File: config.mk
export PLATFORM = sky130hd
export DESIGN_NAME = mem_request_master
export DESIGN_NICKNAME = d
export VERILOG_FILES = /design/src/rtl/mem_request_master.sv
export SDC_FILE = /design/constraint.sdc
export NUM_CORES = 1
export LEC_CHECK = 0
export ABC_CLOCK_PERIOD_IN_PS = 2700
export CORE_MARGIN = 2
export CORE_UTILIZATION = 44
export DETAILED_ROUTE_END_ITERATION = 6
export PLACE_DENSITY = 0.83
export SLEW_MARGIN = 20
export SYNTH_ARGS = -nofsm -noshare
export SYNTH_HDL_FRONTEND = slang
export SYNTH_SLANG_ARGS = --single-unit
File: constraint.sdc
create_clock -name clk -period 2.7 [get_ports clk]
set_input_delay 0.675 -clock clk [delete_from_list [all_inputs] [get_ports clk]]
set_output_delay 0.675 -clock clk [all_outputs]
set_load 0.01 [all_outputs]
File: src/rtl/mem_request_master.sv
// mem_request_master
//   Initiator side of the word-wide memory request/acknowledge interface.
//   Takes one read or write command at a time from a client, runs a
//   four-phase req/ack handshake toward the memory controller and returns
//   a one-cycle response pulse with read data and an error flag.
//
//   Build option: define MEM_REQ_TIMEOUT_EN to abort a request that has not
//   been acknowledged after TIMEOUT cycles (rsp_error=1). Without it the
//   request waits indefinitely and rsp_error is tied low.
//
// Ports
//   clk        system clock, all logic on posedge
//   reset      asynchronous active-low reset
//   cmd_valid  client presents a command
//   cmd_ready  command can be accepted this cycle
//   cmd_write  1 = write, 0 = read
//   cmd_addr   word address
//   cmd_wdata  write data
//   rsp_valid  one-cycle completion pulse
//   rsp_rdata  read data (0 for writes and aborted transactions)
//   rsp_error  transaction aborted by timeout, valid with rsp_valid
//   mem_req    request to memory controller
//   mem_write  request type
//   mem_addr   request address
//   mem_wdata  request write data
//   mem_ack    controller acknowledge
//   mem_rdata  controller read data, valid while mem_ack is high on reads
//
// States
//   IDLE    | waiting for a command; ready when no stray ack is present
//   REQUEST | mem_req high, waiting for ack (or timeout)
//   RELEASE | mem_req low, waiting for the controller to drop ack
//   RESPOND | rsp_valid pulse for one cycle
module mem_request_master #(
  parameter int ADDR_W    = 32,
  parameter int DATA_W    = 32,
  parameter int TIMEOUT   = 255,
  parameter int TIMEOUT_W = 8
) (
  input  logic              clk,
  input  logic              reset,
  input  logic              cmd_valid,
  output logic              cmd_ready,
  input  logic              cmd_write,
  input  logic [ADDR_W-1:0] cmd_addr,
  input  logic [DATA_W-1:0] cmd_wdata,
  output logic              rsp_valid,
  output logic [DATA_W-1:0] rsp_rdata,
  output logic              rsp_error,
  output logic              mem_req,
  output logic              mem_write,
  output logic [ADDR_W-1:0] mem_addr,
  output logic [DATA_W-1:0] mem_wdata,
  input  logic              mem_ack,
  input  logic [DATA_W-1:0] mem_rdata
);

  typedef enum logic [1:0] {
    IDLE    = 2'd0,
    REQUEST = 2'd1,
    RELEASE = 2'd2,
    RESPOND = 2'd3
  } state_t;

  state_t state_q;
  state_t state_d;
  logic   accept;
  logic   ack_take;

  // The timeout counter must be able to reach TIMEOUT.
  if (TIMEOUT >= (1 << TIMEOUT_W)) begin : g_bad_timeout
    $error("TIMEOUT does not fit in TIMEOUT_W bits");
  end

  // A stray ack left over from the controller blocks new requests so that
  // mem_req can never rise while mem_ack is high.
  assign cmd_ready = (state_q == IDLE) && !mem_ack;

`ifdef MEM_REQ_TIMEOUT_EN
  logic                 abort;
  logic [TIMEOUT_W-1:0] cnt_q;
`endif

  always_ff @(posedge clk or negedge reset) begin
    if (!reset) begin
      state_q <= IDLE;
    end else begin
      state_q <= state_d;
    end
  end

  always_comb begin
    state_d  = state_q;
    accept   = 1'b0;
    ack_take = 1'b0;
`ifdef MEM_REQ_TIMEOUT_EN
    abort    = 1'b0;
`endif
    case (state_q)
      IDLE: begin
        if (cmd_valid && cmd_ready) begin
          accept  = 1'b1;
          state_d = REQUEST;
        end
      end
      REQUEST: begin
        // Ack has priority over a timeout landing in the same cycle.
        if (mem_ack) begin
          ack_take = 1'b1;
          state_d  = RELEASE;
        end
`ifdef MEM_REQ_TIMEOUT_EN
        else if (cnt_q == TIMEOUT_W'(TIMEOUT)) begin
          abort   = 1'b1;
          state_d = RELEASE;
        end
`endif
      end
      RELEASE: begin
        if (!mem_ack) begin
          state_d = RESPOND;
        end
      end
      RESPOND: begin
        state_d = IDLE;
      end
      default: begin
        state_d = IDLE;
      end
    endcase
  end

  always_ff @(posedge clk or negedge reset) begin
    if (!reset) begin
      mem_req   <= 1'b0;
      mem_write <= 1'b0;
      mem_addr  <= '0;
      mem_wdata <= '0;
      rsp_valid <= 1'b0;
      rsp_rdata <= '0;
    end else begin
      rsp_valid <= (state_d == RESPOND);
      if (accept) begin
        mem_req   <= 1'b1;
        mem_write <= cmd_write;
        mem_addr  <= cmd_addr;
        mem_wdata <= cmd_wdata;
      end
      if (ack_take) begin
        mem_req   <= 1'b0;
        rsp_rdata <= mem_write ? '0 : mem_rdata;
      end
`ifdef MEM_REQ_TIMEOUT_EN
      if (abort) begin
        mem_req   <= 1'b0;
        rsp_rdata <= '0;
      end
`endif
    end
  end

`ifdef MEM_REQ_TIMEOUT_EN
  always_ff @(posedge clk or negedge reset) begin
    if (!reset) begin
      cnt_q     <= '0;
      rsp_error <= 1'b0;
    end else begin
      if (accept) begin
        cnt_q <= '0;
      end else if ((state_q == REQUEST) && !mem_ack && !abort) begin
        cnt_q <= cnt_q + TIMEOUT_W'(1);
      end
      if (ack_take) begin
        rsp_error <= 1'b0;
      end else if (abort) begin
        rsp_error <= 1'b1;
      end
    end
  end
`else
  assign rsp_error = 1'b0;
`endif

endmodule

==> results.yml, run 1 <==
critical_path:
  required_ns: 2.03
  crit_top_cell: "clkdlybuf4s50_1"
  cp-start-kind: "input pin"
  r2r_cells: 3
  crit_path_max_fanout: 2
  max_stage_delay_ns: 0.56
  crit_type: "in -> out"
  path_cells: "clkdlybuf4s50_1 > nor3_1 > clkdlybuf4s50_1"
  end_kind: "output pin"
  arrival_ns: 1.86
  slowest_stage: "clkdlybuf4s50_1"
hold_path:
  hold_class: "in -> async"
route:
  wl_per_cell_um: 16.9
  vias_per_cell: 4.84
  route.detailed.drc: 0
  drt-initial-drc-count: 48
  vias: 2777
  ant_nets: 0
  drtPass1Iterations: 4
  drt_wl_total_um: 9680
layout:
  layout.cells.most_common: "clkdlybuf4s50_1"
  diodes: 0
  layout.nets: 561
  mostFrequentLayoutCells: "clkdlybuf4s50_1, dfrtp_1, mux2_1"
  fin_util_pct: 70.2
  syn2layout_area_growth_pct: 55.8
  fin_area_um2: 6450
  drive_gt1_share_pct: 17.5
global_route:
  grt_pass1_vias: 3021
  grt_pass1_wl_um: 15100
  grt_overflow: 0
  grt_max_degree: 49
  grt_usage_pct: 18.9
  antenna_found_initial: 0
place:
  dp_hpwl_um: 7190
  portBuffers: 200
  gp_congestion: 0.744
  dpl_cell_area_um2: 6250
die:
  std_cell_rows: 35
  start_util_pct: 45.0
  core_area_um2: 9200
  die_w_um: 101
  dieArea_um2: 10200
  io_pins: 202
  fp.dieH_um: 101
yosys:
  synth_seq_area_share_pct: 61.0
  yosys_warnings: 0
  synth.distinct_cells: 19
  syn-instance-count: 257
  synth_area_um2: 4140
  avgSynthCellArea_um2: 16.1
  syn-num-nets: 358
  ys_seq_elements: 101
cts:
  path_clk_slew_ns: 0.09
  cts_hold_buf: 0
  cts_inserted_buffers: 9
  cts_root_buf: "clkbuf_8"
  h-tree-depth: 3
  clock_path_buffers: 2
  post_cts_resized: 0
  cts_tree: "yes"
  cts.sinks: 101
  clock_latency_ns: 0.34
  cts_setup_buffers: 0
power:
  combPwrFrac_pct: 47.1
  power_density_nw_per_um2: 1070
  clkPwrFrac_pct: 14.5
  p_sw_mw: 2.05
  ir_worst_vdd_uv: 541
  swShare_pct: 29.8
  p_int_mw: 4.83
  p_leak_nw: 2.72
  sequentialPowerShare_pct: 38.4
timing:
  period_minus_slack_ns: 2.53
  finalSetupViolCount: 0
  tns_ns: 0
  slew_viol_final: 0
  rsz0062_at_grt: "false"
  fin_crit_sh_pct: 93.9
  fin_skew_ns: 0.0102
  fmax_mhz: 394
  report.final.hold_viol_count: 0
run:
  maxCapViolCount: 0
status:
  outcome: "complete, no violations"
==> cell usage after synthesis <==
cell type / number / share of area [%]
dfrtp_1: 101 / 61
mux2_1: 39 / 11
nor2b_1: 33 / 5.0
mux2_2: 29 / 7.9
mux2_4: 29 / 11
buf_6: 7 / 1.9
buf_2: 3 / 0.36
clkbuf_1: 3 / 0.27
buf_4: 2 / 0.36
nor3_1: 2 / 0.24
a211o_1: 1 / 0.21
a211oi_1: 1 / 0.18
a21o_1: 1 / 0.18
and3b_1: 1 / 0.21
conb_1: 1 / 0.091
inv_1: 1 / 0.091
nand2b_1: 1 / 0.15
nor3b_1: 1 / 0.18
nor4b_4: 1 / 0.57
==> power groups by stage <==
stage | Sequential (mW) | Clock [mW] | Combinational, mW
finish | 2.64 | 1.00 | 3.24
global route | 2.74 | 1.09 | 3.44
floorplan | 2.99 | 0 | 1.04
global placement | 2.63 | 0 | 3.20
detailed placement | 2.67 | 0 | 3.27
CTS | 2.65 | 1.03 | 3.28
==> per-stage QoR <==
step / cells / setup slack (ns) / power, mW / hold WS, ns
CTS: 574 / 0.162 / 6.96 / 0.248
global route: 574 / 0.0994 / 7.26 / 0.248
floorplan: 257 / 0.949 / 4.03 / 0.379
global placement: 560 / 0.180 / 5.83 / 0.469
detailed placement: 560 / 0.179 / 5.94 / 0.474
finish: 574 / 0.165 / 6.88 / 0.245
==> cell families after synthesis <==
kind of cell	share of synthesized area, %
buffers and inverters	2.99
muxes	29.0
AOI/OAI and AO/OA	0.574
other	0.0905
DFF	61.0
and+or+nand+nor	6.34
==> worst max-delay path, delay by kind of cell <==
family	cells	cell delay (ns)
buffers and inverters	2	0.99
and+or+nand+nor	1	0.19
==> state kept, by name (all words and copies together), names as in the netlist <==
signal,cells
mem_addr,32
mem_wdata,32
rsp_rdata,32
state_q,2
mem_req,1
mem_write,1
rsp_valid,1
==> area by class of cell <==
cell class	instances	area, um2
inverter	1	3.75
clock buffer	10	128
fill	650	2740
tap	111	139
multi-input combinational	140	1490
sequential	101	2530
clock inverter	4	75.1
timing repair buffer	207	2090
==> worst paths after layout <==
check | start | end | slack (ns)
max | mem_ack | cmd_ready | 0.17
min | reset | mem_addr[18] | 0.25
max reg2reg | state_q[0] | mem_wdata[22] | 1.04
min reg2reg | mem_addr[5] | mem_addr[5] | 0.49
max in group asynchronous | reset | mem_addr[2] | 1.71
min in group clk | mem_addr[5] | mem_addr[5] | 0.49
==> routing by layer <==
metal  global-route usage [%]  wire length (um)  part of all wire (%)  vias up
li1                         -                 -                     -     1277
met1                     22.8              3770                    39     1380
met2                     33.0              5090                    53      112
met3                     5.76               744                   7.7        8
met4                     4.99                74                  0.76        0
met5                        0                 0                     0        -
Power figures use the tool's default switching activity.
==> run 2: changes to the inputs <==
--- a/config.mk
+++ b/config.mk
@@ -9,6 +9,7 @@
 export CORE_MARGIN = 2
 export CORE_UTILIZATION = 44
 export DETAILED_ROUTE_END_ITERATION = 6
+export GPL_TIMING_DRIVEN = 0
 export PLACE_DENSITY = 0.83
 export SLEW_MARGIN = 20
 export SYNTH_ARGS = -nofsm -noshare
==> run 2 against run 1 <==
Flip-flop and latch count unchanged. Worst setup slack improved by 0.072 ns. Critical path depth unchanged. Clock power about the same. Total power increased by 0.33%. Register-to-register slack got worse by 0.07 ns. First-iteration DRC count decreased by 6.3%. Routed wire length decreased by 1.3%. Utilization increased by 0.64 points. Critical path type unchanged. Critical endpoint unchanged.
==> results.yml, run 2 (same netlist as run 1, synthesis figures left out) <==
status:
  outcome: "complete, no violations"
layout:
  reg_top3: "mem_addr: 32 flops, mem_wdata: 32 flops, rsp_rdata: 32 flops"
  final_cells: 583
  layout.cells.most_common: "clkdlybuf4s50_1"
  drive_gt1_share_pct: 18.2
  syn2layout_area_growth_pct: 57.2
  mostFrequentLayoutCells: "clkdlybuf4s50_1, dfrtp_1, mux2_1"
  fin_util_pct: 70.8
  layout.nets: 570
  diodes: 0
cts:
  cts_setup_buffers: 0
  cts_tree: "yes"
  cts.sinks: 101
  cts_inserted_buffers: 9
  clock_path_buffers: 2
  path_clk_slew_ns: 0.09
  h-tree-depth: 3
  clock_latency_ns: 0.35
  cts_root_buf: "clkbuf_8"
die:
  core_area_um2: 9200
  dieArea_um2: 10200
  std_cell_rows: 35
  start_util_pct: 45.0
  io_pins: 202
  die_w_um: 101
  fp.dieH_um: 101
run:
  maxCapViolCount: 0
route:
  drt_wl_total_um: 9560
  ant_nets: 0
  vias_per_cell: 4.86
  vias: 2836
  drtPass1Iterations: 4
  wl_per_cell_um: 16.4
  drt-initial-drc-count: 45
  route.detailed.drc: 0
critical_path:
  arrival_ns: 1.79
  end_kind: "output pin"
  required_ns: 2.03
  crit_type: "in -> out"
  cp-start-kind: "input pin"
  crit_path_max_fanout: 6
timing:
  rsz0062_at_grt: "false"
  fin_crit_sh_pct: 91.2
  finalSetupViolCount: 0
  fmax_mhz: 406
  fin_skew_ns: 0.0101
  period_minus_slack_ns: 2.46
  report.final.hold_viol_count: 0
  slew_viol_final: 0
power:
  p_leak_nw: 2.76
  power_density_nw_per_um2: 1060
  ir_worst_vdd_uv: 581
global_route:
  grt_max_degree: 82
  grt_overflow: 0
  grt_usage_pct: 18.8
  grt_pass1_vias: 3053
  antenna_found_initial: 0
  grt_pass1_wl_um: 14900
place:
  portBuffers: 200
  gp_congestion: 0.746
  dp_hpwl_um: 7290
  dp_cells: 569
hold_path:
  hold_class: "in -> async"
run 2: changes by cell type in the layout (fill, tap and decap cells not counted), sizes merged:
| cell | change |
|---|---|
| buf | +6 |
| clkbuf | +3 |
| clkdlybuf4s50 | -1 |
| dlygate4sd2 | +1 |
run 2: what timing repair did:
item,in CTS,in global routing
resized for setup,1,0
hold buffers,0,0
endpoints found under the setup margin,1,0
run 2: final cells by class:
cell class	count	area, um2
fillers	650	2680
clock buffers	10	128
inverters	1	3.75
well taps	111	139
multi-input cells	140	1490
flip-flops and latches	101	2530
repair buffers	201	2030
plain buffers	15	120
clock inverters	4	75.1
run 2: worst paths after layout:
path | start | to | slack (ns) | cells past startpoint
max in group asynchronous | reset | rsp_rdata[7] | 1.88 | 2
worst min-delay path | reset | mem_addr[12] | 0.16 | 1
min in group clk | mem_addr[15] | mem_addr[15] | 0.49 | 1
worst min register to register | mem_addr[15] | mem_addr[15] | 0.49 | 1
worst max-delay path | mem_ack | cmd_ready | 0.24 | 3
worst max register to register | state_q[0] | mem_addr[2] | 0.97 | 4
run 2: metrics by stage:
step	setup WS, ns	total power [mW]	hold slack [ns]	setup TNS, ns	instance area (um2)
floorplan	0.949	4.03	0.379	0	4140
global placement	-2.76	5.84	0.467	-277.93	6280
detailed placement	0.0202	5.97	0.474	0	6310
CTS	0.243	7.00	0.146	0	6510
global route	0.178	7.30	0.150	0	6510
finish	0.237	6.90	0.156	0	6510
run 2: where the power goes:
| group | switching, mW | leakage, nW | total, mW | internal [mW] |
|---|---|---|---|---|
| Clock | 0.484 | 0.0945 | 0.996 | 0.513 |
| Sequential | 0.410 | 1.22 | 2.66 | 2.24 |
| Combinational | 1.16 | 1.44 | 3.25 | 2.09 |
| Total | 2.05 | 2.76 | 6.90 | 4.85 |
run 2: worst max-delay path, cell delays in order:
cell and delay [ns]:
dlygate4sd2_1 0.32, nor3_1 0.21, clkdlybuf4s50_1 0.58
run 2: routing by layer:
metal / GRT usage [%] / routed length, um
met1: 21.6 / 3620
met2: 33.0 / 4950
met3: 5.34 / 765
met4: 7.38 / 220
met5: 0 / 0
